$ cat src/rtl/ghost_mode_pkg.sv
// Shared definitions for the ghost mode scheduler: phase states and the
// scatter/chase duration table.
package ghost_mode_pkg;

    typedef enum logic [1:0] {
        IDLE    = 2'd0,
        SCATTER = 2'd1,
        CHASE   = 2'd2
    } phaseState_e;

    localparam int PHASE_COUNT = 8;
    localparam int PHASE_W     = 11;
    localparam logic [2:0] LAST_PHASE = 3'(PHASE_COUNT - 1);

    // A duration of 0 marks the open-ended final chase phase.
    function automatic logic [PHASE_W-1:0] phaseDuration(input logic [2:0] idx);
        case (idx)
            3'd0, 3'd2:       return 11'd420;
            3'd1, 3'd3, 3'd5: return 11'd1200;
            3'd4, 3'd6:       return 11'd300;
            default:          return 11'd0;
        endcase
    endfunction

endpackage

$ cat src/rtl/ghost_mode_sched_frame_timer.sv
// Loadable frame down-counter with enable (hold when low) and a terminal-count
// flag raised while the count sits at 1.
module frame_timer #(
    parameter int W = 11
) (
    input  logic         clk,
    input  logic         rst_n,
    input  logic         load,
    input  logic [W-1:0] loadVal,
    input  logic         en,
    output logic [W-1:0] count,
    output logic         tc
);

    always_ff @(posedge clk or negedge rst_n) begin
        if (!rst_n) begin
            count <= '0;
        end else if (load) begin
            count <= loadVal;
        end else if (en) begin
            count <= count - W'(1);
        end
    end

    assign tc = (count == W'(1));

endmodule

$ cat src/rtl/ghost_mode_sched.sv
// Ghost scatter/chase phase scheduler with a frightened overlay that freezes the
// phase timer. Frightened support is built only with GHOST_MODE_FRIGHT_EN.
//
// state   | meaning
// IDLE    | no game running, all mode outputs low
// SCATTER | even phase, ghosts head for their corners
// CHASE   | odd phase, ghosts chase; phase 7 never expires
module ghost_mode_sched
    import ghost_mode_pkg::*;
#(
    parameter int FRIGHT_FRAMES = 360,
    parameter int WARN_FRAMES   = 120
) (
    input  logic       clk,
    input  logic       rst_n,
    input  logic       frame_tick,
    input  logic       game_start,
    input  logic       pause,
    input  logic       power_pellet,
    output logic       isScatter,
    output logic       isChase,
    output logic       isFrightened,
    output logic       fright_warn,
    output logic       reverse,
    output logic [2:0] phase_idx
);

    phaseState_e state;
    logic active, tickEn, pelletAccept, frightened, frightExpire;
    logic phaseEn, phaseExpire, phaseLoad, phaseTc;
    logic [PHASE_W-1:0] phaseCount, phaseLoadVal;

    assign active = (state != IDLE);
    assign tickEn = frame_tick & ~pause;

`ifdef GHOST_MODE_FRIGHT_EN
    localparam int FW = $clog2(FRIGHT_FRAMES + 1);

    logic [FW-1:0] frightCount;
    logic frightTc, frightEn, warnNext;

    assign frightened   = isFrightened;
    assign pelletAccept = power_pellet & active & ~game_start;
    assign frightEn     = tickEn & frightened;
    assign frightExpire = frightEn & frightTc & ~pelletAccept & ~game_start;

    frame_timer #(.W(FW)) frightTimer (
        .clk     (clk),
        .rst_n   (rst_n),
        .load    (game_start | pelletAccept),
        .loadVal (game_start ? FW'(0) : FW'(FRIGHT_FRAMES)),
        .en      (frightEn),
        .count   (frightCount),
        .tc      (frightTc)
    );

    // Warn must rise on the same edge the count drops into the warn window.
    always_comb begin
        warnNext = 1'b0;
        if (pelletAccept) begin
            warnNext = (FRIGHT_FRAMES <= WARN_FRAMES);
        end else if (frightened && !frightExpire) begin
            warnNext = (frightCount <= FW'(WARN_FRAMES)) ||
                       (frightEn && frightCount == FW'(WARN_FRAMES + 1));
        end
    end

    always_ff @(posedge clk or negedge rst_n) begin
        if (!rst_n) begin
            isFrightened <= 1'b0;
            fright_warn  <= 1'b0;
        end else if (game_start) begin
            isFrightened <= 1'b0;
            fright_warn  <= 1'b0;
        end else begin
            if (pelletAccept) begin
                isFrightened <= 1'b1;
            end else if (frightExpire) begin
                isFrightened <= 1'b0;
            end
            fright_warn <= warnNext;
        end
    end
`else
    logic unusedPellet;

    assign unusedPellet = power_pellet;
    assign frightened   = 1'b0;
    assign pelletAccept = 1'b0;
    assign frightExpire = 1'b0;
    assign isFrightened = 1'b0;
    assign fright_warn  = 1'b0;
`endif

    // A pellet in the same cycle as expiry wins, so the phase count stays at 1.
    assign phaseEn      = active & tickEn & ~frightened & ~pelletAccept & (phaseCount != '0);
    assign phaseExpire  = phaseEn & phaseTc & ~game_start & (phase_idx != LAST_PHASE);
    assign phaseLoad    = game_start | phaseExpire;
    assign phaseLoadVal = game_start ? phaseDuration(3'd0) : phaseDuration(phase_idx + 3'd1);

    frame_timer #(.W(PHASE_W)) phaseTimer (
        .clk     (clk),
        .rst_n   (rst_n),
        .load    (phaseLoad),
        .loadVal (phaseLoadVal),
        .en      (phaseEn),
        .count   (phaseCount),
        .tc      (phaseTc)
    );

    always_ff @(posedge clk or negedge rst_n) begin
        if (!rst_n) begin
            state     <= IDLE;
            phase_idx <= 3'd0;
            isScatter <= 1'b0;
            isChase   <= 1'b0;
            reverse   <= 1'b0;
        end else begin
            reverse <= 1'b0;
            if (game_start) begin
                state     <= SCATTER;
                phase_idx <= 3'd0;
                isScatter <= 1'b1;
                isChase   <= 1'b0;
            end else if (active) begin
                if (pelletAccept) begin
                    isScatter <= 1'b0;
                    isChase   <= 1'b0;
                    reverse   <= ~frightened;
                end else if (frightExpire) begin
                    isScatter <= (state == SCATTER);
                    isChase   <= (state == CHASE);
                end else if (phaseExpire) begin
                    state     <= (state == SCATTER) ? CHASE : SCATTER;
                    phase_idx <= phase_idx + 3'd1;
                    isScatter <= (state == CHASE);
                    isChase   <= (state == SCATTER);
                    reverse   <= 1'b1;
                end
            end
        end
    end

endmodule

$ cat config.mk
export PLATFORM = sky130hd
export DESIGN_NAME = ghost_mode_sched
export DESIGN_NICKNAME = d
export VERILOG_FILES = /design/src/rtl/ghost_mode_pkg.sv /design/src/rtl/ghost_mode_sched_frame_timer.sv /design/src/rtl/ghost_mode_sched.sv
export SDC_FILE = /design/constraint.sdc
export NUM_CORES = 1
export LEC_CHECK = 0
export CAP_MARGIN = 10
export CORE_MARGIN = 2
export CORE_UTILIZATION = 47
export CTS_CLUSTER_DIAMETER = 50
export DETAILED_ROUTE_END_ITERATION = 10
export PLACE_DENSITY = 0.69
export SYNTH_ARGS = -nofsm -noshare
export SYNTH_HDL_FRONTEND = slang
export SYNTH_SLANG_ARGS = --single-unit
$ cat constraint.sdc
create_clock -name clk -period 2.67 [get_ports clk]
set_input_delay 0.4005 -clock clk [delete_from_list [all_inputs] [get_ports clk]]
set_output_delay 0.4005 -clock clk [all_outputs]
set_load 0.02 [all_outputs]
==> metrics <==
status=completed; DRT iter0 DRCs=22; CTS tree=done; Core Box Area=2410 sq um; r2r startpoint=phase_idx[0]$_DFFE_PN0P_; first-pass GRT wire length=4400 um; Main synth FF type=dfrtp_1; P per Cell Area=369 nW/um^2; port bufs=10; Routed Wire Length=2590 um; hold_buf cts=0; Total Routing Usage GR=21.3%; Post-Layout Cell Count=173; max-slew violations=0; warning count from the yosys run=0; Setup CP Type=reg -> reg; htree depth=1; Critical Path Fanout Max=12; Die Area=2900 sq um; drt wl/cell=14.9 um; Via density=5.86; CTS Sinks=18; P&R area growth vs syn=13.6%; leak pwr=0.525 nW; post-placement cell count=170; count of cell types in the netlist=39; cell taking the most area after synthesis=dfrtp_1; total number of vias=1,013; Overflow after GRT=0; Startpoint Class=flip-flop; post-CTS setup repair buffer count=0; EDFF count, synth=0; Antenna diodes=0; Data arrival, critical path=2530 ps; Slew headroom=44.8%; clock insertion delay at the later pin of the skew report=310 ps; Die H=53.8 um; gp weighted congestion=0.902; initial antenna violation count=0; first drt pass iteration count=5; sequential share of the synthesized area=38.6%; maximum root-to-sink buffer count=2; syn avg cell area=8.84 sq um; post-route setup TNS=0 ps; fraction of registers with async set/reset=100%; final setup vio count=0; register bit total from synthesis=18; pin count of the biggest net entering global routing=21; cts repair resizes=0; maximum clock frequency=0.430 GHz; endpoints failing hold=0; Mapped Area=1170 sq um; HP Start=isScatter$_DFFE_PN0P_; vias in the first global route=951; Final Skew=9.62 ps; Least-Margin Pin Slew=826 ps; CP startpoint=phase_idx[0]$_DFFE_PN0P_; initial core utilization=48.4%; synth top area cells=dfrtp_1, ha_1, a21oi_1; row count=18; crit path time final=2330 ps; Worst Hold Class=reg -> reg; Yosys top cell area share=38.6%; DRC=0; RSZ-0062 raised after global routing=false; dominant cell by count in the synthesized netlist=dfrtp_1; io pins=14; CTS root buf=clkbuf_4; synth cell count leaders=dfrtp_1, nand2_1, a21oi_1; crit share post-route=87.1%; CTS buffer count=3; layout cell share with drive strength beyond 1=6.99%; nets=160; Die W=53.8 um; Worst Setup End Kind=flip-flop; Final ANT Viol Nets=0; VDD IR-drop max=0.319 mV; dpl hpwl=1830 um; max cap viols=0; post-synthesis instance total=132; Worst-path clk slew=100 ps; WP data required=2870 ps
cells in the final DEF, fill, tap and decap left out, types with 2 or more instances in the layout:
cell type	instances
dfrtp_1	18
nand2_1	13
a21oi_1	11
nor2_1	10
clkdlybuf4s50_1	10
ha_1	9
inv_1	7
nor3b_1	6
nor3_1	5
nand3_1	4
nand2b_1	4
o21ai_0	4
buf_4	4
nand4_1	3
clkbuf_4	3
nor4_1	2
nor4b_1	2
and2_1	2
o32ai_1	2
xor2_1	2
a22oi_1	2
a21o_1	2
conb_1	2
power by group:
group | switching (W) | leakage, nW | internal [W] | total, W
clock | 0.0000946 | 0.0138 | 0.0000528 | 0.000147
combinational | 0.0000335 | 0.292 | 0.0000240 | 0.0000576
sequential | 0.00000720 | 0.220 | 0.000277 | 0.000284
state kept, by name (all words and copies together) (netlist names):
register,flops
reverse,1
phase_idx,3
isScatter,1
state,1
phaseTimer.count,11
isChase,1
cells by family after synthesis:
logic type	Yosys count	synth area share [%]
AO/OA/AOI/OAI	28	15.8
XOR/XNOR	3	2.25
adder cells (fa/ha/maj)	9	9.65
buffers and inverters	14	5.25
flip-flops	18	38.6
other	1	0.321
AND/OR/NAND/NOR	59	28.2
worst paths after layout:
path / endpoint / slack, ps / cells past startpoint
max reg2reg: isScatter$_DFFE_PN0P_ / 340 / 6
min: isScatter$_DFFE_PN0P_ / 500 / 1
min reg2reg: isScatter$_DFFE_PN0P_ / 500 / 1
max in group asynchronous: phase_idx[1]$_DFFE_PN0P_ / 1600 / 1
min in group asynchronous: phaseTimer.count[1]$_DFFE_PN0P_ / 550 / 1
max: isScatter$_DFFE_PN0P_ / 340 / 6
metrics by stage:
| step | power (W) | utilization, % | setup slack [ps] | hold WS [ps] | area, sq um |
|---|---|---|---|---|---|
| floorplan | 0.000324 | - | 555 | 105 | 1170 |
| global placement | 0.000346 | 54.1 | 378 | 473 | 1300 |
| detailed placement | 0.000346 | 54.1 | 374 | 479 | 1300 |
| CTS | 0.000488 | 55.0 | 363 | 506 | 1330 |
| global route | 0.000507 | 55.0 | 198 | 536 | 1330 |
| finish | 0.000489 | 55.0 | 344 | 500 | 1330 |
worst max-delay path, stage by stage (launching register included):
cell	delay (ps)
dfrtp_1	450
ha_1	250
ha_1	210
nor4b_1	260
and4b_1	350
nand2_1	320
a211o_1	380
routing by layer:
| metal | GRT usage, % | part of all wire (%) | vias up |
|---|---|---|---|
| li1 | - | - | 493 |
| met1 | 28.1 | 47 | 475 |
| met2 | 34.3 | 46 | 38 |
| met3 | 3.33 | 5.1 | 7 |
| met4 | 8.97 | 2.1 | 0 |
| met5 | 0 | 0 | - |
final cells by class:
class                   count  area [sq um]
clock buffers               3          22.5
fillers                   235          1080
inverters                   7          26.3
multi-input cells         101           659
flip-flops and latches     18           450
well taps                  30          37.5
repair buffers             14           130
No activity file was read; power rests on OpenSTA's default activity.
